<file path="src/rtl/mux8to1_rr_collector_pkg.sv">
// Shared constants and types for the 8:1 round-robin collector.
//   NCH   : number of source channels
//   SELW  : width of a channel index
//   sel_t : channel index type, also used for the round-robin pointer
package mux_pkg;
    localparam int NCH  = 8;
    localparam int SELW = 3;

    typedef logic [SELW-1:0] sel_t;
endpackage

</file>
<file path="src/rtl/mux8to1_rr_collector_if.sv">
// Handshake bundle between eight sources, the collector and one sink.
//   in_valid/in_data/in_ready : per-channel source side, channel i data at [i*DW +: DW]
//   out_valid/out_data/out_sel/out_ready : merged output stream with source tag
// Modports:
//   master : the environment (sources and sink)
//   slave  : the collector
interface mux8to1_rr_collector_if #(
    parameter int DW = 8
);
    import mux_pkg::*;

    logic [NCH-1:0]    in_valid;
    logic [NCH*DW-1:0] in_data;
    logic [NCH-1:0]    in_ready;
    logic              out_valid;
    logic [DW-1:0]     out_data;
    sel_t              out_sel;
    logic              out_ready;

    modport master (
        output in_valid, in_data, out_ready,
        input  in_ready, out_valid, out_data, out_sel
    );

    modport slave (
        input  in_valid, in_data, out_ready,
        output in_ready, out_valid, out_data, out_sel
    );
endinterface

</file>
<file path="src/rtl/mux8to1_rr_collector_rr_arbiter8.sv">
// Combinational 8-way round-robin arbiter.
//   req     : request vector, bit i = channel i
//   ptr     : highest-priority channel this cycle
//   gnt_idx : first requesting channel at or after ptr (mod 8)
//   gnt_any : at least one request present
module rr_arbiter8
    import mux_pkg::*;
(
    input  logic [NCH-1:0] req,
    input  sel_t           ptr,
    output sel_t           gnt_idx,
    output logic           gnt_any
);
    logic [2*NCH-1:0] dbl;
    logic [NCH-1:0]   rot;
    sel_t             off;

    // Rotate so that channel ptr lands at bit 0; the doubled copy
    // supplies the wrapped-around channels.
    assign dbl = {req, req} >> ptr;
    assign rot = dbl[NCH-1:0];

    // Lowest set bit of the rotated vector wins.
    always_comb begin
        off     = '0;
        gnt_any = 1'b0;
        for (int k = NCH - 1; k >= 0; k--) begin
            if (rot[k]) begin
                off     = sel_t'(k);
                gnt_any = 1'b1;
            end
        end
    end

    // Undo the rotation; 3-bit addition wraps modulo 8.
    assign gnt_idx = ptr + off;
endmodule

</file>
<file path="src/rtl/mux8to1_rr_collector.sv">
// Round-robin 8:1 collector with a registered output stage.
//   clk   : clock, rising edge
//   rst_n : asynchronous active-low reset
//   bus   : slave side of mux8to1_rr_collector_if (eight sources in,
//           one tagged stream out)
// Each accepted beat is registered together with its source index in
// out_sel; the pointer then moves just past the granted channel.
module mux8to1_rr_collector
    import mux_pkg::*;
#(
    parameter int DW = 8
) (
    input  logic                  clk,
    input  logic                  rst_n,
    mux8to1_rr_collector_if.slave bus
);
    sel_t          ptr_q, ptr_d;
    logic          out_valid_q, out_valid_d;
    logic [DW-1:0] out_data_q, out_data_d;
    sel_t          out_sel_q, out_sel_d;

    sel_t          gnt_idx;
    logic          gnt_any;
    logic          load;
    logic          xfer;

    logic [NCH-1:0][DW-1:0] lane_data;
    logic [NCH-1:0]         rdy;

    rr_arbiter8 u_arb (
        .req     (bus.in_valid),
        .ptr     (ptr_q),
        .gnt_idx (gnt_idx),
        .gnt_any (gnt_any)
    );

    // Output register may take a new beat when empty or being drained.
    assign load = !out_valid_q || bus.out_ready;
    // No grant is issued while reset is held.
    assign xfer = rst_n && load && gnt_any;

    for (genvar i = 0; i < NCH; i++) begin : g_lane
        assign lane_data[i] = bus.in_data[i*DW +: DW];
        assign rdy[i]       = xfer && (gnt_idx == sel_t'(i));
    end

    assign bus.in_ready = rdy;

    always_comb begin
        ptr_d       = ptr_q;
        out_valid_d = out_valid_q;
        out_data_d  = out_data_q;
        out_sel_d   = out_sel_q;
        if (load) begin
            if (gnt_any) begin
                out_valid_d = 1'b1;
                out_data_d  = lane_data[gnt_idx];
                out_sel_d   = gnt_idx;
                ptr_d       = gnt_idx + sel_t'(1);
            end else begin
                // Idle: drop valid, keep the last beat's data and tag.
                out_valid_d = 1'b0;
            end
        end
    end

    always_ff @(posedge clk or negedge rst_n) begin
        if (!rst_n) begin
            ptr_q       <= '0;
            out_valid_q <= 1'b0;
            out_data_q  <= '0;
            out_sel_q   <= '0;
        end else begin
            ptr_q       <= ptr_d;
            out_valid_q <= out_valid_d;
            out_data_q  <= out_data_d;
            out_sel_q   <= out_sel_d;
        end
    end

    assign bus.out_valid = out_valid_q;
    assign bus.out_data  = out_data_q;
    assign bus.out_sel   = out_sel_q;
endmodule
</file>
<file path="src/flat_wrapper.sv">
// flat-port wrapper written by rule: the top's interface ports become plain ports
module mux8to1_rr_collector_flat import mux_pkg::*;
#(
    parameter int DW = 8
)
  (clk, rst_n, bus_in_valid, bus_in_data, bus_out_ready, bus_in_ready, bus_out_valid, bus_out_data, bus_out_sel);
  mux8to1_rr_collector_if #(.DW(DW)) bus_i ();
  input  logic clk;
  input  logic rst_n;
  input wire logic [$bits(bus_i.in_valid)-1:0] bus_in_valid;
  input wire logic [$bits(bus_i.in_data)-1:0] bus_in_data;
  input wire logic [$bits(bus_i.out_ready)-1:0] bus_out_ready;
  output wire logic [$bits(bus_i.in_ready)-1:0] bus_in_ready;
  output wire logic [$bits(bus_i.out_valid)-1:0] bus_out_valid;
  output wire logic [$bits(bus_i.out_data)-1:0] bus_out_data;
  output wire logic [$bits(bus_i.out_sel)-1:0] bus_out_sel;
  assign bus_i.in_valid = bus_in_valid;
  assign bus_i.in_data = bus_in_data;
  assign bus_i.out_ready = bus_out_ready;
  assign bus_in_ready = bus_i.in_ready;
  assign bus_out_valid = bus_i.out_valid;
  assign bus_out_data = bus_i.out_data;
  assign bus_out_sel = bus_i.out_sel;
  mux8to1_rr_collector #(.DW(DW)) u_core (.clk(clk), .rst_n(rst_n), .bus(bus_i));
endmodule
</file>
<file path="config.mk">
export PLATFORM = sky130hd
export DESIGN_NAME = mux8to1_rr_collector_flat
export DESIGN_NICKNAME = d
export VERILOG_FILES = /design/src/rtl/mux8to1_rr_collector_pkg.sv /design/src/rtl/mux8to1_rr_collector_if.sv /design/src/rtl/mux8to1_rr_collector_rr_arbiter8.sv /design/src/rtl/mux8to1_rr_collector.sv /design/src/flat_wrapper.sv
export SDC_FILE = /design/constraint.sdc
export NUM_CORES = 1
export LEC_CHECK = 0
export CAP_MARGIN = 20
export CORE_MARGIN = 1.5
export CORE_UTILIZATION = 39
export CTS_CLUSTER_DIAMETER = 60
export CTS_CLUSTER_SIZE = 24
export DETAILED_ROUTE_END_ITERATION = 7
export PLACE_DENSITY = 0.75
export SKIP_LAST_GASP = 1
export SYNTH_ARGS = -nofsm -noshare
export SYNTH_HDL_FRONTEND = slang
export SYNTH_SLANG_ARGS = --single-unit
</file>
<file path="constraint.sdc">
create_clock -name clk -period 4.7 [get_ports clk]
set_clock_uncertainty 0.15 [all_clocks]
set_input_delay 0.94 -clock clk [delete_from_list [all_inputs] [get_ports clk]]
set_output_delay 0.94 -clock clk [all_outputs]
set_load 0.005 [all_outputs]
</file>
After elaboration in Yosys (flattened, before gate mapping)
Cells that the tools add are included.
- flip-flop bits (word level): 15
- bits of input ports: 75
- logic and storage cells: 48
- shift-type cells: 1
- multiplexer cells: 19
- add/sub/neg operators: 2
- $lt $le $gt $ge: 1
- reductions and logical operators: 14
- equality and inequality tests: 7
- operators with widths (operator ; number):
    binary-select mux 8 bit (select 3 bit) ; 1
    two-way mux 3 bit ; 8
    right shift 16 x 3 -> 8 bit ; 1
    == test 3 bit, second input constant ; 4
    logical AND 1 bit ; 10
    two-way mux 1 bit ; 9
    two-way mux 8 bit ; 1
    == test 3 x 2 -> 1 bit, second input constant ; 2
    < comparator 3 x 4 -> 1 bit, second input constant ; 1
    adder 3 x 1 -> 3 bit, second input constant ; 1
    adder 3 bit ; 1
    == test 3 x 1 -> 1 bit, second input constant ; 1
    zero test 3 bit ; 1
    AND reduction 2 bit ; 1
    zero test 1 bit ; 1
    logical OR 1 bit ; 1

Longest topological paths before layout
Gate-level depths: netlist of the first run.
- depth in word-level cells: 12
- gate-level depth with buffers: 18
- depth with buffers taken out: 14

Hierarchy
A second synthesis of the first run with hierarchy kept.
- cells, all modules: 202
- area total of the unflattened synthesis: 1918.1 um2
- by module, submodules not included (module ; instances ; seq. area each (um2) ; cells each ; area an instance (um2)):
    mux8to1_rr_collector ; 1 ; 375.4 ; 130 ; 1292.5
    rr_arbiter8 ; 1 ; 0.0 ; 72 ; 625.6

Least setup slack after synthesis of the first run
OpenSTA, ideal clock, no wires.
- path type: input-to-output
- start point: in bus_in_valid[1]
- end point: out bus_in_ready[3]
- arrival: 3.822 ns
- setup slack: -0.212 ns
- stages: 15
- required time: 3.610 ns
- cells stage by stage: clkbuf_2 -> mux4_1 -> nor2_1 -> o221ai_1 -> o32ai_1 -> a21oi_1 -> nor2_1 -> ha_1 -> inv_1 -> fa_1 -> xnor2_1 -> xnor2_4 -> inv_4 -> ha_1 -> and3_1
- cells in the longest elaborated chain, start to end: 12
- RTL lines (item ; RTL line ; text):
    from (decl) ; flat_wrapper.sv:10 ; input wire logic [$bits(bus_i.in_valid)-1:0] bus_in_valid;
    right shift 16 x 3 -> 8 bit (*) ; mux8to1_rr_collector_rr_arbiter8.sv:20 ; assign dbl = {req, req} >> ptr;
    two-way mux 3 bit (8 in a row) ; mux8to1_rr_collector_rr_arbiter8.sv:28 ; if (rot[k]) begin
    adder 3 bit ; mux8to1_rr_collector_rr_arbiter8.sv:36 ; assign gnt_idx = ptr + off;
    == test 3 x 2 -> 1 bit ; mux8to1_rr_collector.sv:44 ; assign rdy[i] = xfer && (gnt_idx == sel_t'(i));
    logical AND 1 bit (*) ; mux8to1_rr_collector.sv:44 ;
    to (decl) ; flat_wrapper.sv:13 ; output wire logic [$bits(bus_i.in_ready)-1:0] bus_in_ready;
Mark *: on every way between the ends. The rest lies on a longest branch, timed or not.

Worst setup path in the final report of the first run
- start point: in bus_in_valid[3]
- end point: out bus_in_ready[7]
- cells in the longest elaborated chain, start to end: 12
- RTL lines (item ; RTL line):
    right shift 16 x 3 -> 8 bit (*) ; mux8to1_rr_collector_rr_arbiter8.sv:20
    two-way mux 3 bit (8 in a row) ; mux8to1_rr_collector_rr_arbiter8.sv:28
    adder 3 bit ; mux8to1_rr_collector_rr_arbiter8.sv:36
    == test 3 bit ; mux8to1_rr_collector.sv:44
    logical AND 1 bit (*) ; mux8to1_rr_collector.sv:44
Marked as above.

==> flow_summary.ini, run 1 <==
[outcome]
run_status = complete, but fails checks
violations = negative setup slack

[sta]
worst-slew-pin-transition_ps = 542
slew_headroom = 0.638
fin_crit_sh = 1.03
postLayoutSetupSlackWorst_ps = -150
hold_viol_final = 0
holdWs_ps = 376
period_needed_ps = 4850
drv_slew = 0
rsz0062_at_grt = true
fmax_ghz = 0.206
tns_ps = -676
final-setup-viol-count = 8

[route]
wirelength_um = 6870
via_per_inst = 5.70
drc_errors = 0
post_drt_wl_per_cell_um = 17.1
drt_pass1_iterations = 6
antenna_left = 0
dr_total_vias = 2290
first_iter_violations = 118

[placed_design]
io_buffer_count = 94
place_congestion = 0.850
place_hpwl_um = 5240
dp_slack_ps = -989
dpl.cell_count = 389
postPlaceCellArea_sq_um = 3310

[cts]
htreeDepth = 1
cts_buffer_depth = 2
clk_latency_ps = 240
cts_tree = done
root_buffer = clkbuf_8
cts-buffers-inserted = 3
clk_pin_slew_ps = 60
cts.sinks = 15

[finish]
nNetsFinal = 412
antenna_cells = 0
fill_cells = 416
final_util = 0.685
multi_input_area_sq_um = 1690
finalInstanceArea_sq_um = 3570
drive_gt1_frac = 0.404
finalNonFillerCells = 402
syn_to_final_growth_pct = 66.8
seq_area_sq_um = 375

[floorplanning]
num_io_pins = 95
start_util = 0.411
die_w_um = 77.0
num_rows = 26
fp.dieArea_sq_um = 5940
core_area_sq_um = 5200
die_h_um = 77.0

[logic_synthesis]
async_flop_share = 1.00
synthSimpleGateAreaFrac = 0.148
yosys_warnings = 0
synthCells = 210
seq_area_frac_synth = 0.176
synth-edff-count = 0
synth_fa_ha_area_frac = 0.0269
syn-cell-area_sq_um = 2140
syn_nets = 289
synthDistinctLibCells = 45
synth_flop_cell = dfrtp_1
synthMuxAreaShare = 0.348
synth-compound-area-share = 0.185
synthXorXnorAreaFrac = 0.0170
ys_ff_latch = 15
synth_area_per_cell_sq_um = 10.2
synth_top_family_by_area = multiplexers

[run]
max_cap_viol_count = 0

[global_routing]
grt_max_degree = 19
grt_pass1_vias = 2328
grt_pass1_wl_um = 11200
antenna_found_initial = 0
grt_usage = 0.233
grt_overflow_total = 0

[power_and_ir_drop]
p_per_area_nw_per_um2 = 856
power_mw = 3.05
p_leak_nw = 1.41
max-vdd-ir-drop_uv = 516

[worst_hold_path]
hold_path.class = reg -> reg

[critical_path]
path_class = in -> out
path_max_fanout = 5
required_ps = 3610
end_kind = primary output
startpoint_type = primary input
cp_data_arrival_time_ps = 3760
synthesized netlist by cell type (all sizes together) (2+ instances only):
cell type  count  area share
nor3          12       0.037
mux2i          2      0.0094
mux2           3       0.016
o221ai        17       0.070
nand3          4      0.0094
mux4          30        0.32
clkbuf         9       0.017
nand2b         3      0.0088
dfrtp         15        0.18
buf           17       0.071
nand2          2      0.0047
and3           2      0.0059
a21oi         24       0.056
o21ai          3      0.0070
a21o           8       0.029
nor2          35       0.061
ha             3       0.018
inv            6       0.012
xnor2          2       0.017
state kept, by name (all words and copies together), names as in the netlist:
name / cells
u_core.bus.out_data: 8
u_core.bus.out_sel: 3
u_core.bus.out_valid: 1
u_core.ptr_q: 3
per-layer routing:
| layer | global-route usage | share of wire | vias to the layer above |
|---|---|---|---|
| met5 | 0 | 0 | - |
| met4 | 0.0473 | 0.012 | 0 |
| met3 | 0.0179 | 0.053 | 8 |
| met2 | 0.413 | 0.53 | 91 |
| met1 | 0.311 | 0.41 | 1117 |
| li1 | - | - | 1074 |
cell type report:
cell class                 instances  share of cell area
multi-input combinational        163               0.474
timing repair buffer             144               0.377
sequential                        15               0.105
tap                               70              0.0246
clock buffer                       4              0.0126
inverter                           6             0.00702
timing repair:
item,in CTS,in global routing
hold buffers,0,0
setup endpoints to repair,8,8
buffers inserted,6,3
resized for setup,93,28
pin swaps,11,12
power breakdown:
part           total [mW]  leakage, nW  internal (mW)  switching (mW)
logic                2.68         1.22           1.46            1.22
registers           0.265        0.169          0.201          0.0638
clock network       0.106       0.0228         0.0600          0.0456
total                3.05         1.41           1.72            1.33
critical path: stages:
cell      delay (ps)
buf_8            100
mux4_2           520
nor2_4           160
o221ai_4         110
o22ai_2          180
a21oi_2           80
nor2_1           120
ha_2             200
inv_2             40
fa_2             370
xnor2_4          180
xnor2_4          240
buf_6            130
ha_4             110
and3_4           170
buf_6             90
cells by family after synthesis:
| family | after synthesis |
|---|---|
| AO/OA/AOI/OAI | 58 |
| buffers and inverters | 32 |
| multiplexers | 35 |
| adder cells (fa/ha/maj) | 4 |
| XOR/XNOR | 2 |
| AND/OR/NAND/NOR | 64 |
| flip-flops | 15 |
path summary, 6_finish.rpt:
check                                            from                      to  slack (ps)  depth (start not counted)
worst min register to register  u_core.bus.out_sel[0]   u_core.bus.out_sel[0]         380                          1
worst min-delay path            u_core.bus.out_sel[0]   u_core.bus.out_sel[0]         380                          1
max in group asynchronous                       rst_n         u_core.ptr_q[1]        3070                          2
min in group asynchronous                       rst_n         u_core.ptr_q[2]         830                          1
worst max register to register        u_core.ptr_q[1]  u_core.bus.out_data[7]         690                         15
worst max-delay path                  bus_in_valid[3]         bus_in_ready[7]        -150                         16
layout by cell type, fill, tap and decap left out, types with 3 or more instances in the layout:
cell type / synthesis / layout
nor2_1: 35 / 27
inv_1: 5 / 4
nor2_2: 0 / 6
nand2b_1: 3 / 3
buf_2: 8 / 6
clkbuf_8: 0 / 3
o221ai_1: 17 / 16
buf_6: 3 / 15
nor3_2: 4 / 4
a21o_1: 7 / 7
nor3_1: 8 / 7
buf_4: 0 / 42
clkdlybuf4s50_1: 0 / 78
dfrtp_1: 15 / 15
nand3_1: 4 / 3
mux4_2: 26 / 30
a21oi_1: 24 / 23
Note: power is estimated with default switching activity, not from simulation.
==> inputs of run 2 (changes only) <==
--- a/config.mk
+++ b/config.mk
@@ -7,11 +7,11 @@
 export LEC_CHECK = 0
 export CAP_MARGIN = 20
 export CORE_MARGIN = 1.5
-export CORE_UTILIZATION = 39
+export CORE_UTILIZATION = 46
 export CTS_CLUSTER_DIAMETER = 60
 export CTS_CLUSTER_SIZE = 24
 export DETAILED_ROUTE_END_ITERATION = 7
-export PLACE_DENSITY = 0.75
+export PLACE_DENSITY = 0.84
 export SKIP_LAST_GASP = 1
 export SYNTH_ARGS = -nofsm -noshare
 export SYNTH_HDL_FRONTEND = slang
==> constraint.sdc (replaced) <==
create_clock -name clk -period 6.3 [get_ports clk]
set_clock_uncertainty 0.15 [all_clocks]
set_input_delay 1.26 -clock clk [delete_from_list [all_inputs] [get_ports clk]]
set_output_delay 1.26 -clock clk [all_outputs]
set_load 0.005 [all_outputs]
==> flow_summary.ini, run 2 (synthesized netlist as in run 1, its figures left out) <==
[outcome]
run_status = finished, final reports clean

[sta]
final-setup-viol-count = 0
rsz0062_at_grt = false
period_needed_ps = 6090
holdWs_ps = 364
fmax_ghz = 0.164
worst-slew-pin-transition_ps = 733
drv_slew = 0
slew_headroom = 0.511
hold_viol_final = 0
fin_crit_sh = 0.966

[floorplanning]
die_h_um = 71.2
num_io_pins = 95
die_w_um = 71.2
start_util = 0.484
core_area_sq_um = 4410
fp.dieArea_sq_um = 5070
num_rows = 24

[finish]
syn_to_final_growth_pct = 52.4
drive_gt1_frac = 0.259
nNetsFinal = 389
final_common_cell = clkdlybuf4s50_1
largest_reg_flops = 8
final_util = 0.738
antenna_cells = 0
layout_common_cells = clkdlybuf4s50_1 (84), nor2_1 (32), mux4_2 (28), buf_4 (27), a21oi_1 (24)

[global_routing]
grt_pass1_vias = 2166
antenna_found_initial = 0
grt_overflow_total = 0
grt_usage = 0.267
grt_max_degree = 36
grt_pass1_wl_um = 10800

[power_and_ir_drop]
max-vdd-ir-drop_uv = 544
p_leak_nw = 1.31
p_per_area_nw_per_um2 = 613

[route]
drc_errors = 0
post_drt_wl_per_cell_um = 19.4
dr_total_vias = 2235
first_iter_violations = 149
wirelength_um = 7000
via_per_inst = 6.19
antenna_left = 0
drt_pass1_iterations = 4

[cts]
clk_pin_slew_ps = 70
cts-buffers-inserted = 3
cts.sinks = 15
cts_hold_buf = 0
cts_tree = done
cts_buffer_depth = 2
clk_latency_ps = 250
root_buffer = clkbuf_8
htreeDepth = 1

[worst_hold_path]
hold_path.class = reg -> reg

[critical_path]
path_max_fanout = 8
end_kind = primary output
r2r_slack_ps = 2010
required_ps = 4890
startpoint_type = primary input
cp_data_arrival_time_ps = 4680
path_class = in -> out

[run]
max_cap_viol_count = 0

[placed_design]
io_buffer_count = 94
place_congestion = 0.879
place_hpwl_um = 5400
[run 2: metrics by stage]
stage	instance area, sq um	worst slack (ps)	std cells	total power, mW	TNS, ps
5_1_grt	3260	94.9	361	2.15	0
2_1_floorplan	2140	748	210	1.40	0
4_1_cts	3200	43.5	360	1.92	0
3_5_place_dp	3160	-119	356	1.83	-384
6_report	3260	214	361	2.00	0
3_3_place_gp	3160	-63.6	356	1.78	-166
[run 2: worst paths after layout]
kind / start / to / cells past startpoint
max: bus_in_valid[3] / bus_in_ready[7] / 15
min: u_core.bus.out_sel[0] / u_core.bus.out_sel[0] / 1
max reg2reg: u_core.ptr_q[0] / u_core.bus.out_data[1] / 14
min reg2reg: u_core.bus.out_sel[0] / u_core.bus.out_sel[0] / 1
max in group asynchronous: rst_n / u_core.bus.out_sel[1] / 2
min in group asynchronous: rst_n / u_core.bus.out_data[0] / 2
[run 2: per-layer routing]
metal	vias up	GRT usage	part of all wire
li1	1026	-	-
met1	1108	0.345	0.39
met2	93	0.464	0.55
met3	8	0.0385	0.053
met4	0	0.0776	0.011
met5	-	0	0
[run 2: timing repair]
item                                    CTS  global route
resized for setup                        10            14
setup buffers                             0             1
pin swaps                                 2             6
endpoints found under the setup margin    7             8
hold endpoints to repair                  0             0
[run 2: area by class of cell]
type | count | area [sq um]
timing repair buffer | 121 | 1140
multi-input combinational | 163 | 1610
inverter | 6 | 25.0
fill | 319 | 1150
tap | 52 | 65.1
sequential | 15 | 375
clock buffer | 3 | 41.3
clock inverter | 1 | 5.00
[run 2: critical path, cell delays in order]
cell             delay (ps)
dlygate4sd2_1           280
buf_4                   180
mux2_1                  290
or3_1                   350
o221ai_2                240
o32ai_2                 120
a21oi_1                 150
nor2_1                   70
ha_1                    180
inv_1                    80
fa_2                    490
nor2b_2                 170
ha_2                    170
and3_1                  140
clkdlybuf4s50_1         500
[run 2: power breakdown]
group / switching [mW] / internal, mW
Sequential: 0.0672 / 0.149
Combinational: 0.797 / 0.905
Clock: 0.0372 / 0.0438
Total: 0.902 / 1.10
